==> config.mk <==
export PLATFORM = sky130hd
export DESIGN_NAME = phase_sequencer
export DESIGN_NICKNAME = d
export VERILOG_FILES = /design/src/rtl/phase_sequencer.sv
export SDC_FILE = /design/constraint.sdc
export NUM_CORES = 1
export LEC_CHECK = 0
export ABC_AREA = 1
export CORE_ASPECT_RATIO = 1.25
export CORE_UTILIZATION = 52
export DETAILED_ROUTE_END_ITERATION = 12
export PLACE_DENSITY = 0.8
export SYNTH_ARGS = -nofsm -noshare
export SYNTH_HDL_FRONTEND = slang
export SYNTH_SLANG_ARGS = --single-unit
export TNS_END_PERCENT = 1
==> constraint.sdc <==
create_clock -name clk_50M -period 2.4 [get_ports clk_50M]
set_clock_uncertainty 0.05 [all_clocks]
set_input_delay 0.24 -clock clk_50M [delete_from_list [all_inputs] [get_ports clk_50M]]
set_output_delay 0.24 -clock clk_50M [all_outputs]
set_load 0.02 [all_outputs]
==> src/rtl/phase_sequencer.sv <==
// Two-road intersection phase controller: green/yellow/all-red sequencing,
// pedestrian walk insertion and a night flashing-yellow mode, stepped by a 1 s tick.
module phase_sequencer #(
  parameter int T_GREEN1  = 25,
  parameter int T_GREEN2  = 20,
  parameter int T_YELLOW  = 3,
  parameter int T_ALLRED  = 1,
  parameter int T_WALK    = 8,
  parameter int T_PED_CUT = 5
) (
  input  logic       clk_50M,
  input  logic       rst_n,
  input  logic       tick,
  input  logic       ped_req,
  input  logic       night,
  output logic [5:0] LEDS,
  output logic [5:0] cnt_r1,
  output logic [5:0] cnt_r2,
  output logic       ped_walk,
  output logic [2:0] phase
);

  typedef enum logic [2:0] {
    G1    = 3'd0,
    Y1    = 3'd1,
    AR1   = 3'd2,
    G2    = 3'd3,
    Y2    = 3'd4,
    AR2   = 3'd5,
    FLASH = 3'd6
  } state_t;

  localparam logic [5:0] D_GREEN1  = 6'(T_GREEN1);
  localparam logic [5:0] D_GREEN2  = 6'(T_GREEN2);
  localparam logic [5:0] D_YELLOW  = 6'(T_YELLOW);
  localparam logic [5:0] D_ALLRED  = 6'(T_ALLRED);
  localparam logic [5:0] D_WALK    = 6'(T_WALK);
  localparam logic [5:0] D_PED_CUT = 6'(T_PED_CUT);

  state_t     state;
  logic [5:0] timer;
  logic       ped_pend;
  logic       flash_ph;
  logic       walk;

  state_t     state_nxt;
  logic [5:0] dur_nxt;
  logic [5:0] ar_dur;
  logic       flash_entry;
  logic       ar_entry;
  logic       pend_next;

  assign ar_dur = ped_pend ? D_WALK : D_ALLRED;

  always_comb begin
    state_nxt = G1;
    dur_nxt   = D_GREEN1;
    case (state)
      G1:      begin state_nxt = Y1;  dur_nxt = D_YELLOW; end
      Y1:      begin state_nxt = AR1; dur_nxt = ar_dur;   end
      AR1:     begin state_nxt = G2;  dur_nxt = D_GREEN2; end
      G2:      begin state_nxt = Y2;  dur_nxt = D_YELLOW; end
      Y2:      begin state_nxt = AR2; dur_nxt = ar_dur;   end
      default: begin state_nxt = G1;  dur_nxt = D_GREEN1; end
    endcase
  end

  // A request landing on the same edge as an AR entry is kept for the next cycle;
  // entering FLASH discards everything.
  always_comb begin
    flash_entry = tick && night && (state != FLASH);
    ar_entry    = tick && !night && (state != FLASH) && (timer == 6'd1) &&
                  ((state == Y1) || (state == Y2));
    pend_next   = ped_pend;
    if (flash_entry || ar_entry) pend_next = 1'b0;
    if (ped_req && (state != FLASH) && !flash_entry) pend_next = 1'b1;
  end

  always_ff @(posedge clk_50M or negedge rst_n) begin
    if (!rst_n) begin
      state    <= G1;
      timer    <= D_GREEN1;
      ped_pend <= 1'b0;
      flash_ph <= 1'b0;
      walk     <= 1'b0;
    end else begin
      if (tick) begin
        if (flash_entry) begin
          state    <= FLASH;
          timer    <= 6'd0;
          flash_ph <= 1'b0;
          walk     <= 1'b0;
        end else if (state == FLASH) begin
          if (!night) begin
            state <= AR2;
            timer <= D_ALLRED;
            walk  <= 1'b0;
          end else begin
            flash_ph <= ~flash_ph;
          end
        end else if (timer == 6'd1) begin
          state <= state_nxt;
          timer <= dur_nxt;
          if ((state_nxt == AR1) || (state_nxt == AR2)) walk <= ped_pend;
        end else if (((state == G1) || (state == G2)) && ped_pend && (timer > D_PED_CUT)) begin
          timer <= D_PED_CUT;
        end else begin
          timer <= timer - 6'd1;
        end
      end
      ped_pend <= pend_next;
    end
  end

  // Red-road counts give the time until that road turns green.
  always_comb begin
    LEDS     = 6'b100100;
    cnt_r1   = timer;
    cnt_r2   = timer;
    ped_walk = 1'b0;
    case (state)
      G1: begin
        LEDS   = 6'b001100;
        cnt_r2 = timer + D_YELLOW + ar_dur;
      end
      Y1: begin
        LEDS   = 6'b010100;
        cnt_r2 = timer + ar_dur;
      end
      AR1, AR2: begin
        LEDS     = 6'b100100;
        ped_walk = walk;
      end
      G2: begin
        LEDS   = 6'b100001;
        cnt_r1 = timer + D_YELLOW + ar_dur;
      end
      Y2: begin
        LEDS   = 6'b100010;
        cnt_r1 = timer + ar_dur;
      end
      default: begin
        LEDS   = {1'b0, flash_ph, 2'b00, flash_ph, 1'b0};
        cnt_r1 = 6'd0;
        cnt_r2 = 6'd0;
      end
    endcase
  end

  assign phase = state;

endmodule

==> impl_metrics.toml, run 1 <==
[drt]
drt_wl_total_mm = 3.721
detail_route.vias_per_cell = 5.418
drt_first_pass_iters = 4
drt_iter0_drc = 54
drc = 0
wire_per_inst_um = 13.88
antenna_left = 0
overall_via_count_from_detail_route = 1452

[setup_path]
start_kind = "flip-flop"
r2r_cells = 11
path_common_cell = "nand2_1"
critical_path.cell_chain = "buf_4 > nand2_1 > nand2_1 > o21ai_1 > nand3_2 > nand2_1 > o211ai_1 > clkdlybuf4s50_1"
r2r_slack_ps = 640
worst-setup-path-type = "flip-flop to output port"
worst_r2r_start = "timer[0]"
crit_required_ps = 2110
critPathSlowestCell = "clkdlybuf4s50_1"
worst_r2r_endpoint = "timer[1]"
crit_path_max_incr_delay_ps = 540
arrival_time_of_data_at_the_critical_path_endpoint_ps = 2220
critical_path_peak_fanout = 7
timing.critical_path.to_type = "output port"

[global_routing]
grt_first_pass_wirelength_mm = 5.975
antenna_found_initial = 0
first_global_vias = 1436
globalRouteTotalUtil = 0.2913
globalRoute.totalOverflow = 0
grt_max_degree = 13

[timing]
post-route-worst-setup-slack_ps = -110.2
worst_pin_slew_ps = 588.5
timing.final.max_slew_violations = 0
tcrit_tclk_final = 1.046
clock.fmax_ghz = 0.3984
setup_tns_ps = -110.2
final_critical_path_time_including_i_o_delays_and_setup_ps = 2510
worst_slew_slack_as_a_fraction_of_its_limit = 0.6064
unrepaired_setup_endpoints_after_global_routing = "yes"
final_hold_viol_count = 0
finalSetupViolations = 1

[min_path]
min-delay-path-class = "input port to asynchronous set/reset pin"

[power]
peakVddDrop_mv = 1.338
p_leak_nw = 0.8980
pwr_density_cell_nw_per_um2 = 1623

[synthesis]
ys_seq_elements = 12
synth.avg_cell_area_sq_um = 6.825
synth_sequential_area_ratio = 0.2227
netlist-cell-type-count = 32
post_synth_inst_count = 200
mappedNetlistArea_sq_um = 1365
synthesized_nets = 212
ys_warn_count = 0

[clocking]
cts-root-to-sink-buffers = 2
post-cts-setup-buffer-count = 0
tritoncts_num_sinks = 12
cts_tree = "done"
clock_tree.htree_level_count = 1
ctsHoldBuffers = 0
ctsRootBufferMaster = "clkbuf_4"
clk_latency_ps = 290
clkSlewWorstSetupHoldPaths_ps = 90
numCtsBuffers = 3

[floorplan]
die_width_um = 47.83
io-pin-count = 27
die_h_um = 59.29
coreArea_sq_um = 2452
design.die.area_sq_um = 2835
initial_utilization = 0.5566
std_cell_rows = 20

[cells_and_area]
finalCoreUtilization = 0.7138
num-nets-final = 248
syn_to_final_growth_pct = 28.23
final_cells = 268
n_antenna_cell = 0
layout.cells.most_common = "nand2_1"
most-common-layout-cells = "nand2_1, inv_1, nand3_1"
drive_gt1_frac = 0.2468

[status]
violated_checks = "setup timing"
outcome = "finished with violations"

[placement]
placed_cells = 264
io_buffer_count = 26
dp_worst_setup_slack_ps = -67.92
dp.final_hpwl_mm = 2.867
gpl.final_weighted_congestion = 0.9873

[job]
timing.max_cap.violations = 0
## state kept, by name, summed over array words and instances (netlist names)
register	count
walk	1
timer	6
phase	3
ped_pend	1
flash_ph	1
## per-stage QoR
step	power [mW]	area, sq um	hold WS, ps
final	2.842	1750	261.4
after global routing	3.061	1750	298.1
after floorplan	1.911	1365	-105.6
after CTS	2.801	1725	275.6
after global placement	2.674	1708	473.3
after detailed placement	2.721	1708	475.5
## layout make-up
| class | instances | area [sq um] |
|---|---|---|
| clock buffer | 4 | 26.28 |
| multi-input combinational | 158 | 959.7 |
| fill | 216 | 701.9 |
| sequential | 12 | 306.5 |
| timing repair buffer | 35 | 314.1 |
| tap | 33 | 41.29 |
| inverter | 26 | 102.6 |
## cells in the mapped netlist, drive strengths merged
library cell | instances | area (sq um)
nand2 | 66 | 282.8
inv | 26 | 102.6
nand3 | 23 | 150.1
o21ai | 19 | 102.6
nor2 | 15 | 95.10
xor2 | 10 | 87.58
dfrtp | 9 | 225.2
ha | 7 | 87.58
a21oi | 5 | 28.78
buf | 4 | 26.27
o211ai | 4 | 30.03
dfstp | 3 | 78.83
o221ai | 2 | 17.52
o31ai | 2 | 15.01
a31o | 1 | 8.760
nand4 | 1 | 6.260
nor3 | 1 | 5.000
o22ai | 1 | 6.260
xnor2 | 1 | 8.760
## power breakdown
group          switching, mW  total (mW)  internal [mW]
Clock                 0.0788       0.144         0.0648
Combinational           1.35        2.25          0.894
Sequential             0.156       0.453          0.297
Total                   1.59        2.84           1.25
## worst max-delay path: cells and delay by family, from the launching register on
kind	cells	cell delay, ps
buf+inv	2	710
simple gates	4	500
flops	1	480
compound gates	2	220
## timing repair
item,in CTS,in global routing
pin swaps,0,0
resized for setup,22,17
endpoints found under the setup margin,13,12
## worst max path at each step
stage                end  depth (start not counted)  startpoint  slack [ps]
3_3_place_gp   cnt_r1[4]                          9    timer[0]          -3
6_report       cnt_r2[0]                          8    phase[0]        -110
3_5_place_dp   cnt_r2[4]                          9    timer[0]         -70
5_1_grt        cnt_r2[0]                          8    phase[0]        -170
4_1_cts        cnt_r2[0]                          8    phase[0]        -150
2_1_floorplan  cnt_r1[4]                          8    timer[0]         430
## per-layer routing
metal | GRT usage | share of wire | vias up
met5 | 0 | 0 | -
met4 | 0.1111 | 0.016 | 0
met3 | 0.04878 | 0.045 | 9
met2 | 0.5290 | 0.56 | 49
met1 | 0.3195 | 0.38 | 666
li1 | - | - | 728
## logic make-up (layout without fill, tap and decap cells)
logic type / Yosys count / in the layout / synth area share
fa+ha+maj: 7 / 7 / 0.06416
compound gates: 34 / 34 / 0.1531
flops: 12 / 12 / 0.2227
simple gates: 106 / 106 / 0.3951
buf+inv: 30 / 65 / 0.09441
xor+xnor: 11 / 11 / 0.07058
(Power assumes the default switching activity.)
==> run 2, diff against run 1 <==
--- a/config.mk
+++ b/config.mk
@@ -13,4 +13,4 @@
 export SYNTH_ARGS = -nofsm -noshare
 export SYNTH_HDL_FRONTEND = slang
 export SYNTH_SLANG_ARGS = --single-unit
-export TNS_END_PERCENT = 1
+export TNS_END_PERCENT = 5
==> results of run 2 <==
No change in the layout: final DEF, timing and power equal those of run 1.
==> RTL change 1: new RTL, flow settings as in run 1 <==
Put a register stage on the output `cnt_r2`, with the module's reset. The value now appears one clock later. The other outputs are not delayed to match.
--- a/src/rtl/phase_sequencer.sv
+++ b/src/rtl/phase_sequencer.sv
@@ -37,4 +37,6 @@
   localparam logic [5:0] D_WALK    = 6'(T_WALK);
   localparam logic [5:0] D_PED_CUT = 6'(T_PED_CUT);
+
+  logic [5:0] cnt_r2_d;
 
   state_t     state;
@@ -117,14 +119,14 @@
     LEDS     = 6'b100100;
     cnt_r1   = timer;
-    cnt_r2   = timer;
+    cnt_r2_d = timer;
     ped_walk = 1'b0;
     case (state)
       G1: begin
         LEDS   = 6'b001100;
-        cnt_r2 = timer + D_YELLOW + ar_dur;
+        cnt_r2_d = timer + D_YELLOW + ar_dur;
       end
       Y1: begin
         LEDS   = 6'b010100;
-        cnt_r2 = timer + ar_dur;
+        cnt_r2_d = timer + ar_dur;
       end
       AR1, AR2: begin
@@ -143,5 +145,5 @@
         LEDS   = {1'b0, flash_ph, 2'b00, flash_ph, 1'b0};
         cnt_r1 = 6'd0;
-        cnt_r2 = 6'd0;
+        cnt_r2_d = 6'd0;
       end
     endcase
@@ -150,4 +152,12 @@
   assign phase = state;
 
+  always_ff @(posedge clk_50M or negedge rst_n) begin
+    if (!rst_n) begin
+      cnt_r2 <= '0;
+    end else begin
+      cnt_r2 <= cnt_r2_d;
+    end
+  end
+
 endmodule
 
Check against the original RTL: not equivalent (a bounded check fails within 4 cycles, from zero or initial values and one cycle with rst_n low).
==> RTL change 1 against run 1 <==
  * Non-clock buffer count fell by 1
  * Via count did not move
  * Synthesized area rose by 9.9%
  * Sequential cell count rose by 6
  * Cell area rose by 6.6%
  * First-iteration DRC count fell by 1.9%
  * Core utilization fell by 2.4 points
  * Maximum frequency rose by 9.8%
  * Clock power rose by 37%
  * Power fell by 5.0%
  * Synthesized cell count rose by 4.5%
  * Routed wire length fell by 6.6%
  * Critical endpoint is now cnt_r1[2]
  * Largest cell class unchanged
  * Largest power group unchanged
  * Sequential power rose by 28%
  * Worst setup slack improved by 0.22 ns
==> RTL change 1: results (changes against run 1) <==
Synth:
- The adder and majority cell fraction of the synthesized area is 0.0584 (was 0.0642).
- The number of warnings reported in the yosys synthesis log is 0 (unchanged).
- The register area share after synthesis is 0.303 (was 0.223).
- The number of flops mapped to enable cells by yosys is 0 (unchanged).
- The number of nets in the synthesized netlist was 221 (was 212).
- The number of unique standard cell types used by synthesis was 31 (was 32).
- The parity-gate share of the synthesized area counting xor and xnor cells is 0.0584 (was 0.0706).
- Synth top cells by count: 65 x nand2_1, 18 x nand3_1, 16 x inv_1 (was 58 x nand2_1, 21 x inv_1, 19 x nand3_1).
- The count of mapped cells out of synthesis is 209 (was 200).
- Cell types occupying the most area after synthesis: dfrtp_1 25%, nand2_1 16%, nand3_1 6.0% (was dfrtp_1 16%, nand2_1 16%, nand3_1 7.0%).
- The mux contribution to synthesized area is 0 (unchanged).
- The synthesized-area fraction occupied by ao, oa, aoi and oai cells was 0.141 (was 0.153).
- The most common flop cell mapped by yosys is dfrtp_1 (unchanged).

Route:
- The initial detailed-routing violation count is 53 (was 54).
- The via density per instance is 5.24 (was 5.42).
- The detailed-router iteration count before antenna repair came to 4 (unchanged).
- The detail-routed net length per standard cell was 12.5 um (was 13.9 um).

Global route:
- The first-pass GRT wire length is 5930 um (was 5980 um).
- The number of antenna violations at the first check in global routing is 0 (unchanged).
- The pin count of the biggest net entering global routing was 19 (was 13).
- The number of global-route vias before repair is 1352 (was 1436).
- The global router's overall resource usage is 0.257 (was 0.291).

Clock network:
- The number of buffers inserted by post-CTS setup repair is 0 (unchanged).
- The CTS buffer count is 3 (unchanged).
- The clock network latency to the later pin of the worst-skew pair is 0.30 ns.
- The H-tree level count was 1 (unchanged).
- The clock transition at the register clock pins on the worst setup and hold paths after CTS is 0.11 ns (was 0.09 ns).
- The clock tree buffer depth came to 2 (unchanged).
- The CTS root buffer is clkbuf_4 (unchanged).

STA:
- The worst slew slack as a fraction of its limit came to 0.730 (was 0.606).

Setup path:
- The delay contributed by the slowest stage of the critical path is 0.56 ns (was 0.54 ns).
- The data arrival time of the critical path came to 2.00 ns (was 2.22 ns).
- The peak fanout along the critical path is 3 (was 7).
- For flop-to-flop paths, the worst setup slack is roughly 0.65 ns.
- The critical path's top delay family is flip-flops (was buffers and inverters).
- The highest-delay cell along the critical path is dfstp_2 (was clkdlybuf4s50_1).

Final layout:
- The final layout net count came to 256 (was 248).
- The layout cell share with drive strength beyond 1 is 0.202 (was 0.247).
- The final instance count without filler cells was 277 (was 268).
- The number of inserted diodes is 0 (unchanged).
- The number of fill cells is 243 (was 216).

Place:
- The count of port buffers added during placement is 26 (unchanged).
- The half-perimeter wire length after detailed placement came to 2780 um (was 2870 um).
- The global placer's final weighted congestion was 0.888 (was 0.987).
- The number of placed instances with taps included is 273 (was 264).

Outcome:
- Run status: finished clean (was finished, violations left).

Power and ir drop:
- The largest vdd supply drop is 0.000964 V (was 0.00134 V).
- The leakage dissipation is 0.000912 uW (was 0.000898 uW).
==> RTL change 1: stage by stage <==
step | setup TNS [ns] | cell area, um2 | setup slack (ns) | hold WS, ns
6_report | 0 | 1870 | 0.114 | 0.209
3_5_place_dp | -0.0130 | 1830 | -0.0130 | 0.434
3_3_place_gp | 0 | 1830 | 0.0219 | 0.434
5_1_grt | 0 | 1870 | 0.0113 | 0.224
2_1_floorplan | 0 | 1500 | 0.459 | -0.106
4_1_cts | 0 | 1870 | 0.00599 | 0.211
==> RTL change 1: layer usage <==
metal	part of all wire	wire length [um]	global-route usage	vias up
met3	0.043	150	0.0389	6
li1	-	-	-	749
met4	0.011	38	0.118	0
met5	0	0	0	-
met1	0.41	1440	0.288	653
met2	0.53	1850	0.482	44
==> RTL change 1: cell type report <==
| type | count | area share |
|---|---|---|
| Sequential cell | 18 | 0.245 |
| Multi-Input combinational cell | 163 | 0.496 |
| Timing Repair Buffer | 34 | 0.164 |
| Clock buffer | 4 | 0.0195 |
| Inverter | 24 | 0.0523 |
| Tap cell | 34 | 0.0228 |
==> RTL change 1: worst paths after layout <==
| path | startpoint | cells after the start | to |
|---|---|---|---|
| max in group asynchronous | rst_n | 2 | timer[0] |
| worst min-delay path | rst_n | 2 | cnt_r2[4] |
| worst min register to register | walk | 1 | walk |
| worst max register to register | timer[0] | 11 | timer[1] |
| worst max-delay path | timer[0] | 6 | cnt_r1[2] |
| min in group clk_50M | ped_req | 3 | ped_pend |
==> RTL change 1: power by group <==
part | internal (uW) | switching (uW) | leakage [uW]
combinational | 769 | 1150 | 0.000671
sequential | 435 | 145 | 0.000220
clock | 92.5 | 106 | 0.0000210
total | 1300 | 1400 | 0.000912
==> RTL change 1: repair_timing <==
action	4_1_cts	5_1_grt
pin swaps	0	1
resized for setup	13	10
setup endpoints to repair	7	5
==> RTL change 2: new RTL, flow settings as in run 1 <==
Made on the original files. Change the parameter `T_GREEN2` from 20 to 10.
--- a/src/rtl/phase_sequencer.sv
+++ b/src/rtl/phase_sequencer.sv
@@ -3,5 +3,5 @@
 module phase_sequencer #(
   parameter int T_GREEN1  = 25,
-  parameter int T_GREEN2  = 20,
+  parameter int T_GREEN2  = 10,
   parameter int T_YELLOW  = 3,
   parameter int T_ALLRED  = 1,
Behaviour: no difference found for any inputs over 10 cycles, from zero or initial values and one cycle with rst_n low; that may be too few to reach the edited logic, so the function may still have changed.
==> RTL change 2 against run 1 <==
  * Synthesized area is 6.0% lower
  * Power is 11% lower
  * Cell area is 5.8% lower
  * Combinational power is 12% lower
  * Die area is 5.8% lower
  * Maximum frequency is 4.8% higher
  * Worst setup slack better by 0.12 ns
  * Count of clock-buffer cells in the layout stayed put
  * Sequential cell count stayed put
  * Routed wire length is 8.1% lower
  * Largest power group unchanged
==> RTL change 2: results (changes against run 1) <==
STA:
- The measured slew at the worst slew-check pin is 0.586 ns (was 0.588 ns).
- The post-layout minimum cycle time is 2.39 ns (was 2.51 ns).

Final layout:
- The final layout net count came to 256 (was 248).
- The layout cell share with drive strength beyond 1 is 0.173 (was 0.247).

Route:
- The total length of routed wires is 3420 um (was 3720 um).
- The initial detailed-routing violation count is 45 (was 54).
- The via density per instance is 5.31 (was 5.42).

Min path:
- The class of the tightest hold or removal check was input pin to async pin (unchanged).

Synth:
- Synth top cells by count: 79 x nand2_1, 22 x inv_1, 19 x nand3_1 (was 58 x nand2_1, 21 x inv_1, 19 x nand3_1).
- The number of nets in the synthesized netlist is 218 (was 212).
- The synthesized-area fraction occupied by ao, oa, aoi and oai cells is 0.126 (was 0.153).
- The parity-gate share of the synthesized area counting xor and xnor cells came to 0.0615 (was 0.0706).
- The number of unique standard cell types used by synthesis came to 24 (was 32).
- The adder and majority cell fraction of the synthesized area was 0.0683 (was 0.0642).
- The register area share after synthesis is 0.237 (was 0.223).
- Cell types occupying the most area after synthesis: nand2_1 23%, dfrtp_1 18%, nand3_1 7.4% (was dfrtp_1 16%, nand2_1 16%, nand3_1 7.0%).

Clock network:
- The H-tree level count is 1 (unchanged).
- The clock network latency to the later pin of the worst-skew pair was 0.27 ns (was 0.29 ns).
- The CTS buffer count is 3 (unchanged).

Setup path:
- The reg-to-reg setup timing slack is 0.63 ns.
- The delay contributed by the slowest stage of the critical path is 0.57 ns (was 0.54 ns).
- The data arrival time of the critical path is 2.10 ns (was 2.22 ns).
- The critical path's top delay family was flip-flops (was buffers and inverters).
- The highest-delay cell along the critical path is dfstp_2 (was clkdlybuf4s50_1).
- The peak fanout along the critical path was 5 (was 7).

Place:
- The setup slack after placement is -0.111 ns (was -0.0679 ns).
- The half-perimeter wire length after detailed placement was 2780 um (was 2870 um).
- The global placer's final weighted congestion is 0.929 (was 0.987).

Power and ir drop:
- The switching power is 1410 uW (was 1590 uW).
- The leakage dissipation is 0.000893 uW (was 0.000898 uW).
- The largest vdd supply drop is 0.000953 V (was 0.00134 V).

Global route:
- The number of global-route vias before repair is 1369 (was 1436).
- The pin count of the biggest net entering global routing came to 13 (unchanged).
- The global router's overall resource usage is 0.285 (was 0.291).
- The first-pass GRT wire length is 5690 um (was 5980 um).

Outcome:
- Run status: finished clean (was finished, violations left).
## RTL change 2: cell types whose count changed in the layout (fill, tap and decap cells not counted), sizes merged, moves of 3 or more
cell	change
clkbuf	+4
nand2	+15
o211ai	+4
o21ai	-5
xor2	-3
## RTL change 2: per-stage QoR
step           instances  utilization  area [um2]  hold slack (ns)  setup TNS, ns
6_report             274        0.730        1650            0.282              0
3_3_place_gp         270        0.726        1640            0.431              0
2_1_floorplan        206            -        1280           -0.106              0
3_5_place_dp         270        0.726        1640            0.439         -0.221
5_1_grt              274        0.730        1650            0.309        -0.0896
4_1_cts              274        0.740        1670            0.286        -0.0270
## RTL change 2: per-layer routing
layer | up-vias | track usage | part of all wire
met5 | - | 0 | 0
met4 | 0 | 0.130 | 0.012
met3 | 5 | 0.0127 | 0.046
met2 | 48 | 0.496 | 0.52
met1 | 664 | 0.345 | 0.42
li1 | 739 | - | -
## RTL change 2: final cells by class
cell class                 count  area, um2
inverter                      25       93.8
sequential                    12        304
tap                           31       38.8
clock buffer                   4       36.3
timing repair buffer          36        303
multi-input combinational    166        873
fill                         199        609
## RTL change 2: final timing paths
kind	endpoint	startpoint	cells after the start
worst max register to register	timer[0]	timer[0]	12
min in group clk_50M	flash_ph	flash_ph	1
worst min-delay path	flash_ph	rst_n	1
max in group asynchronous	timer[2]	rst_n	1
worst min register to register	flash_ph	flash_ph	1
worst max-delay path	cnt_r1[4]	timer[0]	8
## RTL change 2: power groups by stage
stage	registers, uW	clock network (uW)	logic, uW
floorplan	401	0	1280
global placement	403	0	2020
detailed placement	409	0	2070
CTS	406	168	1990
global route	423	176	2160
finish	410	165	1970
## RTL change 2: worst reg2reg max path, cell delays in order, from the launching register on
cell and delay, ns:
dfstp_2 0.57, inv_1 0.07, buf_4 0.14, ha_1 0.21
inv_1 0.08, nand3b_1 0.07, nand2_1 0.09, nand3_2 0.14
nand2_1 0.10, nand2_1 0.05, nand2_1 0.05, nand2_1 0.05
nand2_1 0.07
## RTL change 2: logic make-up (layout without fill, tap and decap cells)
kind of cell / Yosys count / count (layout)
simple gates: 124 / 124
buf+inv: 28 / 65
compound gates: 26 / 26
flops: 12 / 12
xor+xnor: 9 / 9
fa+ha+maj: 7 / 7
## RTL change 2: what timing repair did
item,CTS,global route
setup endpoints to repair,11,10
gates resized for setup,19,14
pin swaps,1,0
